==> src/rtl/uart_rx_sampler.sv <==
// uart_rx_sampler
//
// Oversampling UART receiver that runs directly on the system clock. The rx line is
// synchronised, a start edge is qualified at the middle of the start bit, and the
// data, optional parity and one or two stop bits are then sampled once per bit
// period. One parallel word is presented per frame, together with parity and
// framing error flags.
//
// Ports:
//   clk_i          system clock
//   rst_ni         asynchronous active-low reset
//   en_i           receiver enable; low aborts any frame in progress
//   rx_i           asynchronous serial line, idle high
//   baud_div_i     clk_i cycles per oversample tick (0 behaves as 1)
//   data_size_i    data bits, clamped to 5..9
//   parity_size_i  1 = parity bit present
//   parity_type_i  1 = odd parity, 0 = even parity
//   stop_size_i    0/1 = one stop bit, 2/3 = two stop bits
//   data_o         received word, right-justified, unused upper bits 0
//   rx_valid_o     one-cycle pulse when a frame completes
//   parity_err_o   parity mismatch, qualified by rx_valid_o
//   frame_err_o    a stop bit sampled low, qualified by rx_valid_o
//   busy_o         receiver is inside a frame

module uart_rx_sampler #(
  parameter int unsigned OVERSAMPLE = 16,
  parameter int unsigned DIV_WIDTH  = 16
) (
  input  logic                 clk_i,
  input  logic                 rst_ni,
  input  logic                 en_i,
  input  logic                 rx_i,
  input  logic [DIV_WIDTH-1:0] baud_div_i,
  input  logic [3:0]           data_size_i,
  input  logic                 parity_size_i,
  input  logic                 parity_type_i,
  input  logic [1:0]           stop_size_i,
  output logic [8:0]           data_o,
  output logic                 rx_valid_o,
  output logic                 parity_err_o,
  output logic                 frame_err_o,
  output logic                 busy_o
);

  localparam int unsigned ScWidth = $clog2(OVERSAMPLE);
  localparam logic [ScWidth-1:0] ScMid = ScWidth'(OVERSAMPLE / 2 - 1);
  localparam logic [ScWidth-1:0] ScEnd = ScWidth'(OVERSAMPLE - 1);

  typedef enum logic [2:0] {
    StIdle,
    StStart,
    StData,
    StParity,
    StStop
  } state_e;

  // ---------------------------------------------------------------------------
  // Input synchroniser
  // ---------------------------------------------------------------------------
  logic rx_meta_d, rx_meta_q;
  logic rx_s_d, rx_s_q;

  always_comb begin
    rx_meta_d = rx_i;
    rx_s_d    = rx_meta_q;
  end

  always_ff @(posedge clk_i or negedge rst_ni) begin
    if (!rst_ni) begin
      rx_meta_q <= 1'b1;
      rx_s_q    <= 1'b1;
    end else begin
      rx_meta_q <= rx_meta_d;
      rx_s_q    <= rx_s_d;
    end
  end

  // ---------------------------------------------------------------------------
  // Oversample tick generator
  // ---------------------------------------------------------------------------
  logic [DIV_WIDTH-1:0] div_cnt_d, div_cnt_q;
  logic [DIV_WIDTH-1:0] div_top;
  logic                 tick;

  always_comb begin
    div_top = (baud_div_i == '0) ? '0 : baud_div_i - DIV_WIDTH'(1);
    // >= rather than == so a divisor lowered on the fly cannot strand the counter
    tick    = en_i && (div_cnt_q >= div_top);
    if (!en_i || tick) begin
      div_cnt_d = '0;
    end else begin
      div_cnt_d = div_cnt_q + DIV_WIDTH'(1);
    end
  end

  always_ff @(posedge clk_i or negedge rst_ni) begin
    if (!rst_ni) begin
      div_cnt_q <= '0;
    end else begin
      div_cnt_q <= div_cnt_d;
    end
  end

  // ---------------------------------------------------------------------------
  // Frame configuration clamp
  // ---------------------------------------------------------------------------
  logic [3:0] data_bits;

  always_comb begin
    if (data_size_i < 4'd5) begin
      data_bits = 4'd5;
    end else if (data_size_i > 4'd9) begin
      data_bits = 4'd9;
    end else begin
      data_bits = data_size_i;
    end
  end

  // ---------------------------------------------------------------------------
  // Receive FSM
  // ---------------------------------------------------------------------------
  state_e               state_d, state_q;
  logic [ScWidth-1:0]   sc_d, sc_q;
  logic [3:0]           bit_idx_d, bit_idx_q;
  logic                 stop_idx_d, stop_idx_q;
  logic                 armed_d, armed_q;
  logic [3:0]           nbits_d, nbits_q;
  logic                 par_en_d, par_en_q;
  logic                 par_odd_d, par_odd_q;
  logic                 two_stop_d, two_stop_q;
  logic [8:0]           shift_d, shift_q;
  logic                 perr_d, perr_q;
  logic                 ferr_d, ferr_q;
  logic [8:0]           data_out_d, data_out_q;
  logic                 valid_d, valid_q;
  logic                 perr_out_d, perr_out_q;
  logic                 ferr_out_d, ferr_out_q;

  always_comb begin
    state_d    = state_q;
    sc_d       = sc_q;
    bit_idx_d  = bit_idx_q;
    stop_idx_d = stop_idx_q;
    armed_d    = armed_q;
    nbits_d    = nbits_q;
    par_en_d   = par_en_q;
    par_odd_d  = par_odd_q;
    two_stop_d = two_stop_q;
    shift_d    = shift_q;
    perr_d     = perr_q;
    ferr_d     = ferr_q;
    data_out_d = data_out_q;
    perr_out_d = perr_out_q;
    ferr_out_d = ferr_out_q;
    valid_d    = 1'b0;

    if (!en_i) begin
      // Abort: discard the partial frame and require the line to go high again
      state_d = StIdle;
      sc_d    = '0;
      armed_d = 1'b0;
    end else if (tick) begin
      // Any idle-level sample re-arms start detection; clears below take priority
      if (rx_s_q) begin
        armed_d = 1'b1;
      end

      unique case (state_q)
        StIdle: begin
          if (armed_q && !rx_s_q) begin
            state_d    = StStart;
            sc_d       = '0;
            armed_d    = 1'b0;
            bit_idx_d  = '0;
            stop_idx_d = 1'b0;
            nbits_d    = data_bits;
            par_en_d   = parity_size_i;
            par_odd_d  = parity_type_i;
            two_stop_d = (stop_size_i >= 2'd2);
            shift_d    = '0;
            perr_d     = 1'b0;
            ferr_d     = 1'b0;
          end
        end

        StStart: begin
          if (sc_q == ScMid) begin
            sc_d      = '0;
            bit_idx_d = '0;
            // Line back high at mid-bit means the edge was a glitch
            state_d   = rx_s_q ? StIdle : StData;
          end else begin
            sc_d = sc_q + ScWidth'(1);
          end
        end

        StData: begin
          if (sc_q == ScEnd) begin
            sc_d              = '0;
            shift_d[bit_idx_q] = rx_s_q;
            if (bit_idx_q == nbits_q - 4'd1) begin
              state_d = par_en_q ? StParity : StStop;
            end else begin
              bit_idx_d = bit_idx_q + 4'd1;
            end
          end else begin
            sc_d = sc_q + ScWidth'(1);
          end
        end

        StParity: begin
          if (sc_q == ScEnd) begin
            sc_d       = '0;
            stop_idx_d = 1'b0;
            // Unused upper shift bits are zero, so the full-width XOR is exact
            perr_d     = rx_s_q != ((^shift_q) ^ par_odd_q);
            state_d    = StStop;
          end else begin
            sc_d = sc_q + ScWidth'(1);
          end
        end

        StStop: begin
          if (sc_q == ScEnd) begin
            sc_d = '0;
            if (!rx_s_q) begin
              ferr_d = 1'b1;
            end
            if (two_stop_q && !stop_idx_q) begin
              stop_idx_d = 1'b1;
            end else begin
              state_d    = StIdle;
              valid_d    = 1'b1;
              data_out_d = shift_q;
              perr_out_d = perr_q;
              ferr_out_d = ferr_q | ~rx_s_q;
              // A break must not retrigger until the line has been seen high
              if (ferr_q | ~rx_s_q) begin
                armed_d = 1'b0;
              end
            end
          end else begin
            sc_d = sc_q + ScWidth'(1);
          end
        end

        default: begin
          state_d = StIdle;
          sc_d    = '0;
        end
      endcase
    end
  end

  always_ff @(posedge clk_i or negedge rst_ni) begin
    if (!rst_ni) begin
      state_q    <= StIdle;
      sc_q       <= '0;
      bit_idx_q  <= '0;
      stop_idx_q <= 1'b0;
      armed_q    <= 1'b0;
      nbits_q    <= 4'd8;
      par_en_q   <= 1'b0;
      par_odd_q  <= 1'b0;
      two_stop_q <= 1'b0;
      shift_q    <= '0;
      perr_q     <= 1'b0;
      ferr_q     <= 1'b0;
      data_out_q <= '0;
      valid_q    <= 1'b0;
      perr_out_q <= 1'b0;
      ferr_out_q <= 1'b0;
    end else begin
      state_q    <= state_d;
      sc_q       <= sc_d;
      bit_idx_q  <= bit_idx_d;
      stop_idx_q <= stop_idx_d;
      armed_q    <= armed_d;
      nbits_q    <= nbits_d;
      par_en_q   <= par_en_d;
      par_odd_q  <= par_odd_d;
      two_stop_q <= two_stop_d;
      shift_q    <= shift_d;
      perr_q     <= perr_d;
      ferr_q     <= ferr_d;
      data_out_q <= data_out_d;
      valid_q    <= valid_d;
      perr_out_q <= perr_out_d;
      ferr_out_q <= ferr_out_d;
    end
  end

  assign data_o       = data_out_q;
  assign rx_valid_o   = valid_q;
  assign parity_err_o = perr_out_q;
  assign frame_err_o  = ferr_out_q;
  assign busy_o       = (state_q != StIdle);

endmodule

==> config.mk <==
export PLATFORM = sky130hd
export DESIGN_NAME = uart_rx_sampler
export DESIGN_NICKNAME = d
export VERILOG_FILES = /design/src/rtl/uart_rx_sampler.sv
export SDC_FILE = /design/constraint.sdc
export NUM_CORES = 1
export LEC_CHECK = 0
export ABC_AREA = 1
export CORE_MARGIN = 5
export CORE_UTILIZATION = 63
export DETAILED_ROUTE_END_ITERATION = 16
export HOLD_SLACK_MARGIN = 0.15
export PLACE_DENSITY_LB_ADDON = 0.12
export SLEW_MARGIN = 0
export SYNTH_ARGS = -nofsm -noshare
export SYNTH_HDL_FRONTEND = slang
export SYNTH_SLANG_ARGS = --single-unit
==> constraint.sdc <==
create_clock -name clk_i -period 5.7 [get_ports clk_i]
set_clock_uncertainty 0.2 [all_clocks]
set_input_delay 0.855 -clock clk_i [delete_from_list [all_inputs] [get_ports clk_i]]
set_output_delay 0.855 -clock clk_i [all_outputs]
set_load 0.05 [all_outputs]
### After elaboration in Yosys (flattened, before gate mapping)

Index checks and enable logic that the tools add are counted.

| cells by class | value |
|---|---|
| $lt $le $gt $ge | 6 |
| bitwise operators | 4 |
| reductions and logical operators | 27 |
| multiplexer cells | 55 |
| add/subtract/negate cells | 5 |
| eq/ne operators | 24 |

Operator list:

| cell | count |
|---|---|
| two-way mux 4 bit | 10 |
| two-way mux 16 bit | 2 |
| two-way mux 3 bit | 10 |
| one-hot mux 4 bit (3 select lines) | 2 |
| inequality test 3 bit, second input constant | 7 |
| two-way mux 1 bit | 20 |
| two-way mux 9 bit | 2 |
| one-hot mux 9 bit (2 select lines) | 1 |
| adder 16 x 1 -> 16 bit, second input constant | 1 |
| >= comparator 16 bit | 1 |
| logical NOT 16 bit | 1 |
| inequality test 2 bit, second input constant | 8 |
| subtractor 16 x 1 -> 16 bit, second input constant | 1 |
| one-hot mux 3 bit (5 select lines) | 1 |
| AND reduction 5 bit | 3 |
| AND reduction 7 bit | 2 |
| bitwise mux 9 bit | 1 |
| nonzero test 3 bit | 3 |
| XOR reduction 9 bit | 1 |
| adder 4 x 1 -> 4 bit, second input constant | 2 |
| AND reduction 8 bit | 1 |
| equality test 3 x 2 -> 1 bit, second input constant | 2 |
| one-hot mux 1 bit (2 select lines) | 3 |
| AND reduction 6 bit | 1 |
| 27 further kinds | 35 |

| word-level totals | value |
|---|---|
| logic and storage cells | 140 |
| bits in registers | 61 |
| input bits | 28 |

### Longest topological paths before layout

Gate-level depths: netlist of run 1.

| logic depth | value |
|---|---|
| depth in word-level cells | 8 |
| mapped depth | 21 |
| mapped depth without buffers | 21 |

### Worst setup path before layout of run 1

No wires, ideal clock.

| timing | value |
|---|---|
| path type | input port to flip-flop |
| from | in baud_div_i[0] |
| to | reg nbits_q[0] |
| path slack | 2.470 ns |
| data arrival time | 2.913 ns |
| library setup time | 0.117 ns |
| stages on the path | 20 |
| cell sequence | inv_1 ha_1 nand2_1 nor2_1 or2_2 nand3_1 ha_1 nand2_1 inv_2 nand2_1 nor2_1 nor2_1 nand2_1 nand2_2 nand2_4 nand2_2 inv_2 nand2_2 nand2_1 nand2_1 |

| between the ends | value |
|---|---|
| cells in the longest elaborated chain, start to end | 5 |

Ends and longest elaborated chain:

| item | RTL line | source |
|---|---|---|
| from (decl) | 33 | `input logic [DIV_WIDTH-1:0] baud_div_i,` |
| subtractor 16 x 1 -> 16 bit or logical NOT 16 bit (tied branches) | 86 | `div_top = (baud_div_i == '0) ? '0 : baud_div_i - DIV_WIDTH'(1);` |
| two-way mux 16 bit * | 86 |  |
| >= comparator 16 bit * | 88 | `tick = en_i && (div_cnt_q >= div_top);` |
| logical AND 1 bit * | 88 |  |
| AND reduction 4 bit (no line) * | n/a |  |
| to (signal assigned) | 279 | `nbits_q <= nbits_d;` |
| to (decl) | 127 | `logic [3:0] nbits_d, nbits_q;` |

Mark *: on every way between the ends. The rest lies on a longest branch, timed or not.
A chain may end at the register's enable or synchronous reset.

### Worst setup path in the final report of run 1

| timing | value |
|---|---|
| from | in baud_div_i[12] |
| to | reg data_out_q[7] (netlist: data_o[7]) |

| between the ends | value |
|---|---|
| cells in the longest elaborated chain, start to end | 5 |

Ends and longest elaborated chain:

| item | RTL line | source |
|---|---|---|
| subtractor 16 x 1 -> 16 bit or logical NOT 16 bit (tied branches) | 86 |  |
| two-way mux 16 bit * | 86 |  |
| >= comparator 16 bit * | 88 |  |
| logical AND 1 bit * | 88 |  |
| AND reduction 5 bit (no line) * | n/a |  |
| to (signal assigned) | 286 | `data_out_q <= data_out_d;` |
| to (decl) | 134 | `logic [8:0] data_out_d, data_out_q;` |

Marked as above.

==> summary.md, run 1 <==
| Metric | Value |
|---|---|
| Drc violations | 0 |
| Worst setup margin | 1.63 ns |
| Post-synth cell types | 42 |
| Worst setup SP type | input port |
| Final wirelength | 9620 um |
| Worst EP arrival | between 4 and 5 ns |
| Syn nets | approximately 680 |
| Clock sinks | 61 |
| Starting Density | about two thirds |
| Period utilization | about 71% |
| Dpl ws | 1.27 ns |
| Status | completed |
| Max Fclk | 0.245 GHz |
| Gate Count Post-Synth | between 600 and 700 |
| MaxCap Viol Count | 0 |
| Root Buffer | clkbuf_8 |
| Most common flop cell mapped by yosys | dfrtp_1 |
| Number of global-route vias before repair | roughly 3900 |
| DRT antenna net count | 0 |
| Number of flops mapped to enable cells by yosys | 0 |
| Synthesis warning total | 0 |
| DP Wirelength | 7300 um |
| Final setup fails | 0 |
| Synth area leader | dfrtp_1 |
| CTS buffer count | 9 |
| Routed vias/inst | around 5.4 |
| Worst slew margin | between 40% and 50% |
| Finished Layout Cells | 762 |
| Hold_ws | approximately 0.16 ns |
| CP Capture Type | flop |
| Cells after DPL | roughly 750 |
| Wirelength per Cell | roughly 13 um |
| Sequential area share after synthesis | between 30% and 40% |
| CTS Hold Bufs | 0 |
| # IOs | between 40 and 50 |
| Post-synth top area share | 32.6% |
| Die W | approximately 94 um |
| Final nets | 714 |
| Antenna violations before repair | 0 |
| Post-Syn Area | 4460 um^2 |
| IR drop worst, VDD | roughly 170 uV |
| Layout area overhead | 14.8% |
| Clk Latency, worst-skew pair | roughly 0.34 ns |
| Worst-path fanout max | 17 |
| Pwr dens | approximately 190 nW/um^2 |
| Congestion Overflow GR | 0 |
| Initial drt markers | around 290 |
| Final Hold Vio Count | 0 |
| Core Area | 6830 um^2 |
| Post-CTS Resized | 0 |
| GPL Wtd Cong | 0.952 |
| Via Count | about 4100 |
| Die area | between 8000 and 9000 um^2 |
| # rows | 30 |
| Clock slew at reported path FFs | approximately 0.070 ns |
| First-pass GRT wire length | 16800 um |
| All-Layer GR Usage | about a quarter |
| Die H | between 90 and 100 um |
| WP data required | about 5.7 ns |
| Number of fill cells in the layout | a little under 600 |
| Port Buffers | 39 |
| # Post-CTS Setup Buffers | 0 |
| Post-layout min period | just over 4 ns |
| Worst hold path class | reg -> reg |
| CTS H-tree depth | 3 |
| Largest net degree at the start of global routing | 62 |
| Synth Area per Inst | a little over 7 um^2 |
| Static leakage | 2.50 nW |
| Slew Viols, Final | 0 |
| Unrepaired setup endpoints after global routing | false |
| Share of layout cells above drive strength 1 | 10.1% |
| Synthesized flop and latch total | 61 |
| CTS max path bufs | 2 |
| Setup_tns | 0 ns |
| Ant diodes | 0 |
| Worst-margin pin slew | 0.795 ns |
| Synth async-reset ratio | 100% |
| Area occupied by multi-input gates | around 2500 um^2 |
| Worst Path Class, Setup | in -> reg |
| Area contributors post-synth | dfrtp_1, nand2_1, ha_1 |
| Register area | about 1500 um^2 |
| Detailed Routing Iterations Pass 1 | 5 |
| CTS tree | built |
critical path: stages:
cell and delay [ns]:
clkdlybuf4s50_1 0.46, nor2_1 0.20, nand3_1 0.11, nor2_1 0.15, nand4_1 0.49, nand3_1 0.31, ha_1 0.15, nand2_1 0.08
nor3_1 0.36, nand2_2 0.15, nand2_4 0.20, nand4_2 0.33, nand2_1 0.15, o21ai_0 0.09
area by class of cell:
class / instances / area share [%]
Multi-Input combinational cell: 471 / 49.8
Sequential cell: 61 / 29.9
Timing Repair Buffer: 41 / 7.83
Inverter: 77 / 5.70
Clock buffer: 10 / 2.69
Tap cell: 96 / 2.35
Clock inverter: 6 / 1.69
cell usage after synthesis (5+ instances only):
library cell / n
nor2_4: 5
nand3_2: 5
or2_2: 5
a21oi_1: 12
nor3_1: 11
o21ai_1: 14
xor2_1: 13
inv_1: 68
o21bai_1: 5
nand2_2: 7
xnor2_1: 11
nor2_1: 59
nor2_2: 6
o21ai_0: 14
inv_2: 8
nand3_1: 50
dfrtp_1: 58
nand2_1: 180
nand4_1: 27
buf_2: 5
ha_1: 25
placed cells by master, fill, tap and decap left out, drive strengths merged:
master / synthesis / layout
clkbuf: 2 / 10
dfrtp: 58 / 58
clkinv: 0 / 3
xnor2: 11 / 11
clkdlybuf4s50: 0 / 38
or2: 6 / 6
o21ai: 28 / 28
dfstp: 3 / 3
o22ai: 2 / 2
nor3: 13 / 13
a22o: 1 / 1
buf: 12 / 3
nand2: 189 / 189
nor3b: 4 / 4
and2: 1 / 1
clkinvlp: 0 / 1
nor2: 70 / 70
nor4: 3 / 3
bufinv: 0 / 2
inv: 77 / 77
xor2: 13 / 13
nand4: 28 / 28
nand3: 55 / 55
ha: 25 / 25
o21bai: 5 / 5
o31ai: 2 / 2
o221ai: 1 / 1
a21oi: 14 / 14
final timing paths:
kind,cells past startpoint,slack [ns],start,endpoint
max reg2reg,8,3.26,div_cnt_q[11],data_o[7]
max in group asynchronous,2,4.34,rst_ni,bit_idx_q[1]
min reg2reg,0,0.16,rx_meta_q,rx_s_q
min,0,0.16,rx_meta_q,rx_s_q
min in group asynchronous,2,0.48,rst_ni,div_cnt_q[14]
max,14,1.63,baud_div_i[12],data_o[7]
registers in the layout, indices dropped and copies added, names as in the netlist, 3 cells and up:
signal / count
div_cnt_q: 16
data_o: 9
shift_q: 9
bit_idx_q: 4
nbits_q: 4
sc_q: 4
state_q: 3
metrics by stage:
stage                     utilization [%]  cell area (um^2)  total power [mW]
after detailed placement             71.6              4890             0.563
final                                74.9              5110             0.988
after global routing                 74.9              5110              1.03
after CTS                            74.9              5110             0.997
after floorplan                         -              4460             0.519
after global placement               71.6              4890             0.559
where the power goes:
part	total (mW)	internal (mW)	leakage [nW]	switching (mW)
Clock	0.432	0.257	0.112	0.175
Combinational	0.106	0.0450	1.57	0.0610
Sequential	0.450	0.440	0.820	0.00984
cells by family (layout without fill, tap and decap cells):
| group | count (synthesis) | after routing | synth area share (%) |
|---|---|---|---|
| flip-flops | 61 | 61 | 34.3 |
| XOR/XNOR | 24 | 24 | 4.72 |
| AO/OA/AOI/OAI | 53 | 53 | 6.91 |
| AND/OR/NAND/NOR | 369 | 369 | 38.6 |
| adder cells (fa/ha/maj) | 25 | 25 | 7.02 |
| buffers and inverters | 91 | 134 | 8.45 |
layer usage:
layer | routed length, um | GRT usage, % | vias to the layer above
li1 | - | - | 2101
met1 | 4470 | 30.9 | 1894
met2 | 4450 | 38.4 | 131
met3 | 561 | 4.73 | 17
met4 | 141 | 7.58 | 0
met5 | 0 | 0 | -
No activity file was read; power rests on OpenSTA's default activity.
==> run 2: changes to the inputs <==
- CORE_UTILIZATION: 63 -> 53
- clock period: 5.7 -> 3.6 ns (I/O delays scaled with it)
==> run 2 against run 1 <==
Effect of this change: non-clock buffer count rose by 33; sequential power up 58%; count of clock-buffer cells in the layout is 2 higher; highest routed layer unchanged; via count increased by 0.82%; die area is 17% higher; largest cell class unchanged; register-to-register slack got worse by 1.9 ns.
==> summary.md, run 2 (synthesis gave the netlist of run 1 again) <==
| Metric | Value |
|---|---|
| # rows | 33 |
| RR Endpoint | shift_q[8] |
| Clock Power Share | a little over two fifths |
| Worst slew margin | between 40 and 50% |
| Congestion Overflow GR | 0 |
| Unrepaired setup endpoints after global routing | true |
| IR drop worst, VDD | around 270 uV |
| Ant diodes | 0 |
| Commonest non-fill, non-tap cells in the layout | nand2_1, inv_1, dfrtp_1, nor2_1, nand3_1 |
| Commonest non-fill, non-tap cell in the layout | nand2_1 |
| Static leakage | around 2.7 nW |
| Worst r2r src | state_q[2] |
| Final Hold Vio Count | 0 |
| Core Area | 8220 um^2 |
| Worst EP arrival | 3.42 ns |
| Detailed Routing Iterations Pass 1 | 5 |
| Die W | slightly above 100 um |
| Root Buffer | clkbuf_8 |
| Number of fill cells in the layout | 730 |
| Max reg flops | 16 |
| Final wirelength | between 9000 and 10000 um |
| Worst-path fanout max | 6 |
| Area after DPL | 5150 um^2 |
| Post-route cell area | about 5400 um^2 |
| Clock slew at reported path FFs | ~0.070 ns |
| Critical-path cell list | clkdlybuf4s50_1 > nor2_2 > nand4_1 > nor2_2 > nand2_2 > inv_1 > nand4_1 > xor2_1 > nand2_1 > ha_1 > a21oi_1 > o21ai_1 > a21oi_2 > nand2_4 > nand2_4 > inv_2 > buf_4 > nand3_1 > nand2_1 |
| # IOs | a little over 40 |
| Hold_ws | between 0.15 and 0.2 ns |
| Register with the most flip-flops | div_cnt_q |
| DP Wirelength | between 7000 and 8000 um |
| Slew Viols, Final | 0 |
| Int Power | between 1 and 1.5 mW |
| Routed vias/inst | about 5.2 |
| CTS buffer count | 9 |
| Share of layout cells above drive strength 1 | about 15% |
| Port Buffers | 39 |
| Flop-to-flop setup slack | between 1 and 1.5 ns |
| Pwr dens | between 200 and 300 nW/um^2 |
| Worst-margin pin slew | a little under 0.8 ns |
| CTS tree | built |
| CP Capture Type | flop |
| Worst hold start | rx_meta_q |
| Endpoint of the worst hold path | rx_s_q |
| Worst Path Buf+Inv | 4 |
| Largest net degree at the start of global routing | 29 |
| Drc violations | 0 |
| Status | completed |
| GPL Wtd Cong | 0.930 |
| Part of the power in registers | between 40% and 50% |
| Post-layout min period | approximately 3.4 ns |
| Layout area overhead | 21.7% |
| DRT antenna net count | 0 |
| Worst setup SP type | input port |
| Max Fclk | between 0.2 and 0.3 GHz |
| Slowest Stage Delay on Critical Path | roughly 0.45 ns |
| Worst Path Class, Setup | in -> reg |
| Clock sinks | about 60 |
| Antenna violations before repair | 0 |
| Wirelength per Cell | 12.2 um |
| Die H | 102 um |
| Tot Pwr | between 1.5 and 2 mW |
| CTS max path bufs | 2 |
| CTS H-tree depth | 3 |
| Die area | 10300 um^2 |
| Clk Latency, worst-skew pair | 0.33 ns |
| Fin util | between 60 and 70% |
| First-pass GRT wire length | about 17000 um |
| Number of global-route vias before repair | 3802 |
| Initial drt markers | 250 |
| Top delay family on crit path | simple AND/OR/NAND/NOR gates |
| Sw Ratio | between 20% and 30% |
| Final setup fails | 0 |
| R2R cell count | 8 |
| Slowest-stage cell, CP | clkdlybuf4s50_1 |
| Via Count | roughly 4200 |
| Worst hold path class | reg -> reg |
| Switching Power | about 380 uW |
| Combinational power share | a little under an eighth |
| MaxCap Viol Count | 0 |
| Period utilization | 94.4% |
| Hold Path Depth | 0 |
| Final nets | roughly 750 |
| WP data required | approximately 3.6 ns |
| Area occupied by multi-input gates | 2580 um^2 |
| Register area | 1530 um^2 |
| Starting Density | between 50% and 60% |
| All-Layer GR Usage | between 20% and 30% |
run 2: changes by cell type in the layout (fill, tap and decap cells not counted), moves of 2 or more:
cell and delta:
buf_4 +30, nor2_1 -2, nor2_2 +2, nor3_1 -2
nor3_2 +2
run 2: what timing repair did:
item,in CTS,in global routing
hold buffers,1,0
endpoints found under the hold margin,23,0
gates resized for setup,0,9
buffers inserted,0,1
setup endpoints to repair,0,48
run 2: worst max-delay path by stage:
| stage | cells past startpoint | slack, ns | start | endpoint |
|---|---|---|---|---|
| after floorplan | 20 | 0.69 | baud_div_i[0] | nbits_q[0] |
| after global placement | 18 | -0.12 | baud_div_i[2] | nbits_q[0] |
| after detailed placement | 19 | -0.18 | baud_div_i[2] | nbits_q[0] |
| after CTS | 19 | 0.14 | baud_div_i[2] | perr_q |
| after global routing | 19 | -0.05 | baud_div_i[1] | nbits_q[0] |
| final | 19 | 0.20 | baud_div_i[1] | nbits_q[0] |
run 2: stage by stage:
step,TNS [ns],setup WS (ns),std cells
after floorplan,0,0.685,623
after CTS,0,0.139,803
after detailed placement,-5.68,-0.185,786
after global routing,-0.0699,-0.0487,804
after global placement,-1.08,-0.115,786
final,0,0.202,804
run 2: power groups by stage:
| stage | combinational, mW | sequential (mW) | clock [mW] |
|---|---|---|---|
| 3_5_place_dp | 0.183 | 0.724 | 0 |
| 2_1_floorplan | 0.104 | 0.718 | 0 |
| 3_3_place_gp | 0.178 | 0.724 | 0 |
| 6_report | 0.185 | 0.712 | 0.687 |
| 5_1_grt | 0.212 | 0.714 | 0.727 |
| 4_1_cts | 0.186 | 0.712 | 0.702 |
run 2: cell type report:
cell class                 instances  share of cell area (%)
multi-input combinational        471                    47.5
sequential                        61                    28.2
timing repair buffer              74                    12.3
inverter                          77                    5.38
clock buffer                      12                    2.86
tap                              105                    2.42
clock inverter                     4                    1.29
run 2: metal layers:
| metal | vias up | part of all wire [%] | global-route usage (%) |
|---|---|---|---|
| met5 | - | 0 | 0 |
| met4 | 0 | 0.62 | 4.70 |
| met3 | 9 | 5.7 | 4.89 |
| met2 | 105 | 45 | 31.3 |
| met1 | 1898 | 49 | 28.6 |
| li1 | 2165 | - | - |
==> run 3: changes to the inputs <==
- CORE_UTILIZATION: 53 -> 54
- CTS_BUF_LIST: not set -> sky130_fd_sc_hd__clkbuf_4 sky130_fd_sc_hd__clkbuf_8
==> run 3 against run 2 <==
Effect of this change: register-to-register slack about the same; wire length increased by 1.1%; maximum frequency increased by 3.1%; non-clock buffer count decreased by 5; sequential power about the same; cell count decreased by 0.62%; first-iteration DRC count decreased by 16%; via count decreased by 0.74%; core utilization decreased by 0.41 points; critical endpoint is now div_cnt_q[8]; largest power group unchanged.
==> summary.md, run 3 (synthesis gave the netlist of run 1 again) <==
| Metric | Value |
|---|---|
| Status | completed |
| Final wirelength | between 9000 and 10000 um |
| Worst hold path class | reg -> reg |
| Register with the most flip-flops | div_cnt_q |
| Clock slew at reported path FFs | roughly 0.070 ns |
| Sw Ratio | between 20% and 30% |
| Antenna violations before repair | 0 |
| First-pass GRT wire length | 17000 um |
| Critical-path cell list | clkdlybuf4s50_1 > nor2_1 > nand4_1 > nor2_2 > nand2_2 > nor3_2 > xor2_1 > nand2_1 > ha_1 > a21oi_1 > o21ai_0 > a21oi_2 > buf_4 > nand3_2 > buf_12 > nor3b_1 |
| Congestion Overflow GR | 0 |
| Dpl ws | -0.127 ns |
| Worst slew margin | between 40% and 50% |
| Slew Viols, Final | 0 |
| CTS tree | built |
| Number of global-route vias before repair | 3800 |
| DP Wirelength | 7810 um |
| Clock sinks | just over 60 |
| WP data required | 3.65 ns |
| Via Count | between 4000 and 5000 |
| Final setup fails | 0 |
| Commonest non-fill, non-tap cell in the layout | nand2_1 |
| Tot Pwr | around 1.4 mW |
| Int Power | 1.03 mW |
| Period utilization | roughly nine tenths |
| Drc violations | 0 |
| CTS max path bufs | 2 |
| Wirelength per Cell | 12.4 um |
| Starting Density | 54.8% |
| All-Layer GR Usage | between 20% and 30% |
| Detailed Routing Iterations Pass 1 | 5 |
| GPL Wtd Cong | a little over 0.9 |
| Combinational power share | roughly an eighth |
| Worst EP arrival | ~3.3 ns |
| Crit. path cell count | 16 |
| Port Buffers | 39 |
| Worst setup margin | between 0.3 and 0.4 ns |
| Routed vias/inst | 5.19 |
| Hold Path Depth | 0 |
| Post-layout min period | approximately 3.3 ns |
| DRT antenna net count | 0 |
| Flop-to-flop setup slack | 1.34 ns |
| Worst Path Buf+Inv | 3 |
| CTS H-tree depth | 3 |
| CTS buffer count | 9 |
| Final nets | ~740 |
| Worst r2r src | state_q[2] |
| Worst setup SP type | input port |
| # Post-CTS Setup Buffers | 0 |
| Pwr dens | ~270 nW/um^2 |
| Worst-path fanout max | 17 |
| IR drop worst, VDD | around 220 uV |
| Initial drt markers | approximately 210 |
| Die H | around 100 um |
| Slowest-stage cell, CP | clkdlybuf4s50_1 |
| Finished Layout Cells | 799 |
| Layout area overhead | 19.7% |
| Ant diodes | 0 |
| # rows | 33 |
| Core Area | about 8100 um^2 |
| RR Endpoint | shift_q[8] |
| Final Hold Vio Count | 0 |
| Top delay family on crit path | simple AND/OR/NAND/NOR gates |
| Clk Latency, worst-skew pair | approximately 0.33 ns |
| Worst-margin pin slew | 0.776 ns |
| CP Capture Type | flop |
| # IOs | just over 40 |
| Worst setup startpoint | baud_div_i[1] |
| Worst Path Class, Setup | in -> reg |
| Static leakage | between 2 and 3 nW |
| Cells after DPL | a little under 800 |
| Clock Power Share | around 38% |
| Slowest Stage Delay on Critical Path | between 0.4 and 0.5 ns |
| MaxCap Viol Count | 0 |
| Die W | between 100 and 150 um |
| Root Buffer | clkbuf_8 |
| Largest net degree at the start of global routing | 32 |
| Critical Path End | div_cnt_q[8] |
| Setup_tns | 0 ns |
| Commonest non-fill, non-tap cells in the layout | nand2_1, inv_1, dfrtp_1, nor2_1, nand3_1 |
| Fin util | 65.6% |
| Share of layout cells above drive strength 1 | 14.4% |
| Max Fclk | about 0.3 GHz |
| Die area | roughly 10000 um^2 |
| R2R cell count | 8 |
| Max reg flops | 16 |
| Part of the power in registers | roughly half |
| Switching Power | between 400 and 500 uW |
[run 3: cell types whose count changed in the layout (fill, tap and decap cells not counted), moves of 2 or more]
cell	previous run	this run
buf_4	32	27
clkinv_4	0	3
bufinv_16	2	0
clkbuf_8	11	9
nand2_2	7	9
[run 3: timing repair]
action | 4_1_cts | 5_1_grt
resized for setup | 0 | 6
hold endpoints to repair | 29 | 0
hold buffers | 1 | 0
setup endpoints to repair | 0 | 44
[run 3: metrics by stage]
step,hold WS (ns),area (um^2)
after floorplan,0.0444,4460
after global placement,0.148,5130
after detailed placement,0.151,5130
after CTS,0.162,5310
after global routing,0.169,5330
final,0.160,5330
[run 3: worst min-delay path by stage]
| stage | start | end |
|---|---|---|
| floorplan | rst_ni | armed_q |
| global placement | rx_meta_q | rx_s_q |
| detailed placement | rx_meta_q | rx_s_q |
| CTS | rx_meta_q | rx_s_q |
| global route | rx_meta_q | rx_s_q |
| finish | rx_meta_q | rx_s_q |
[run 3: power by group through the flow]
stage | clock (mW) | combinational, mW | sequential [mW]
global placement | 0 | 0.176 | 0.724
detailed placement | 0 | 0.182 | 0.725
global route | 0.584 | 0.210 | 0.713
finish | 0.537 | 0.184 | 0.712
CTS | 0.556 | 0.185 | 0.711
floorplan | 0 | 0.104 | 0.718
[run 3: final cells by class]
class	instances	area [um^2]
flip-flops and latches	61	1530
clock inverters	7	50.0
fillers	714	2800
multi-input cells	471	2570
repair buffers	69	638
inverters	77	292
clock buffers	9	124
well taps	105	131
[run 3: routing by layer]
| layer | track usage (%) | up-vias | share of wire [%] |
|---|---|---|---|
| met5 | 0 | - | 0 |
| met2 | 33.0 | 83 | 46 |
| li1 | - | 2161 | - |
| met3 | 2.84 | 13 | 4.1 |
| met4 | 5.28 | 0 | 1.2 |
| met1 | 28.8 | 1889 | 49 |
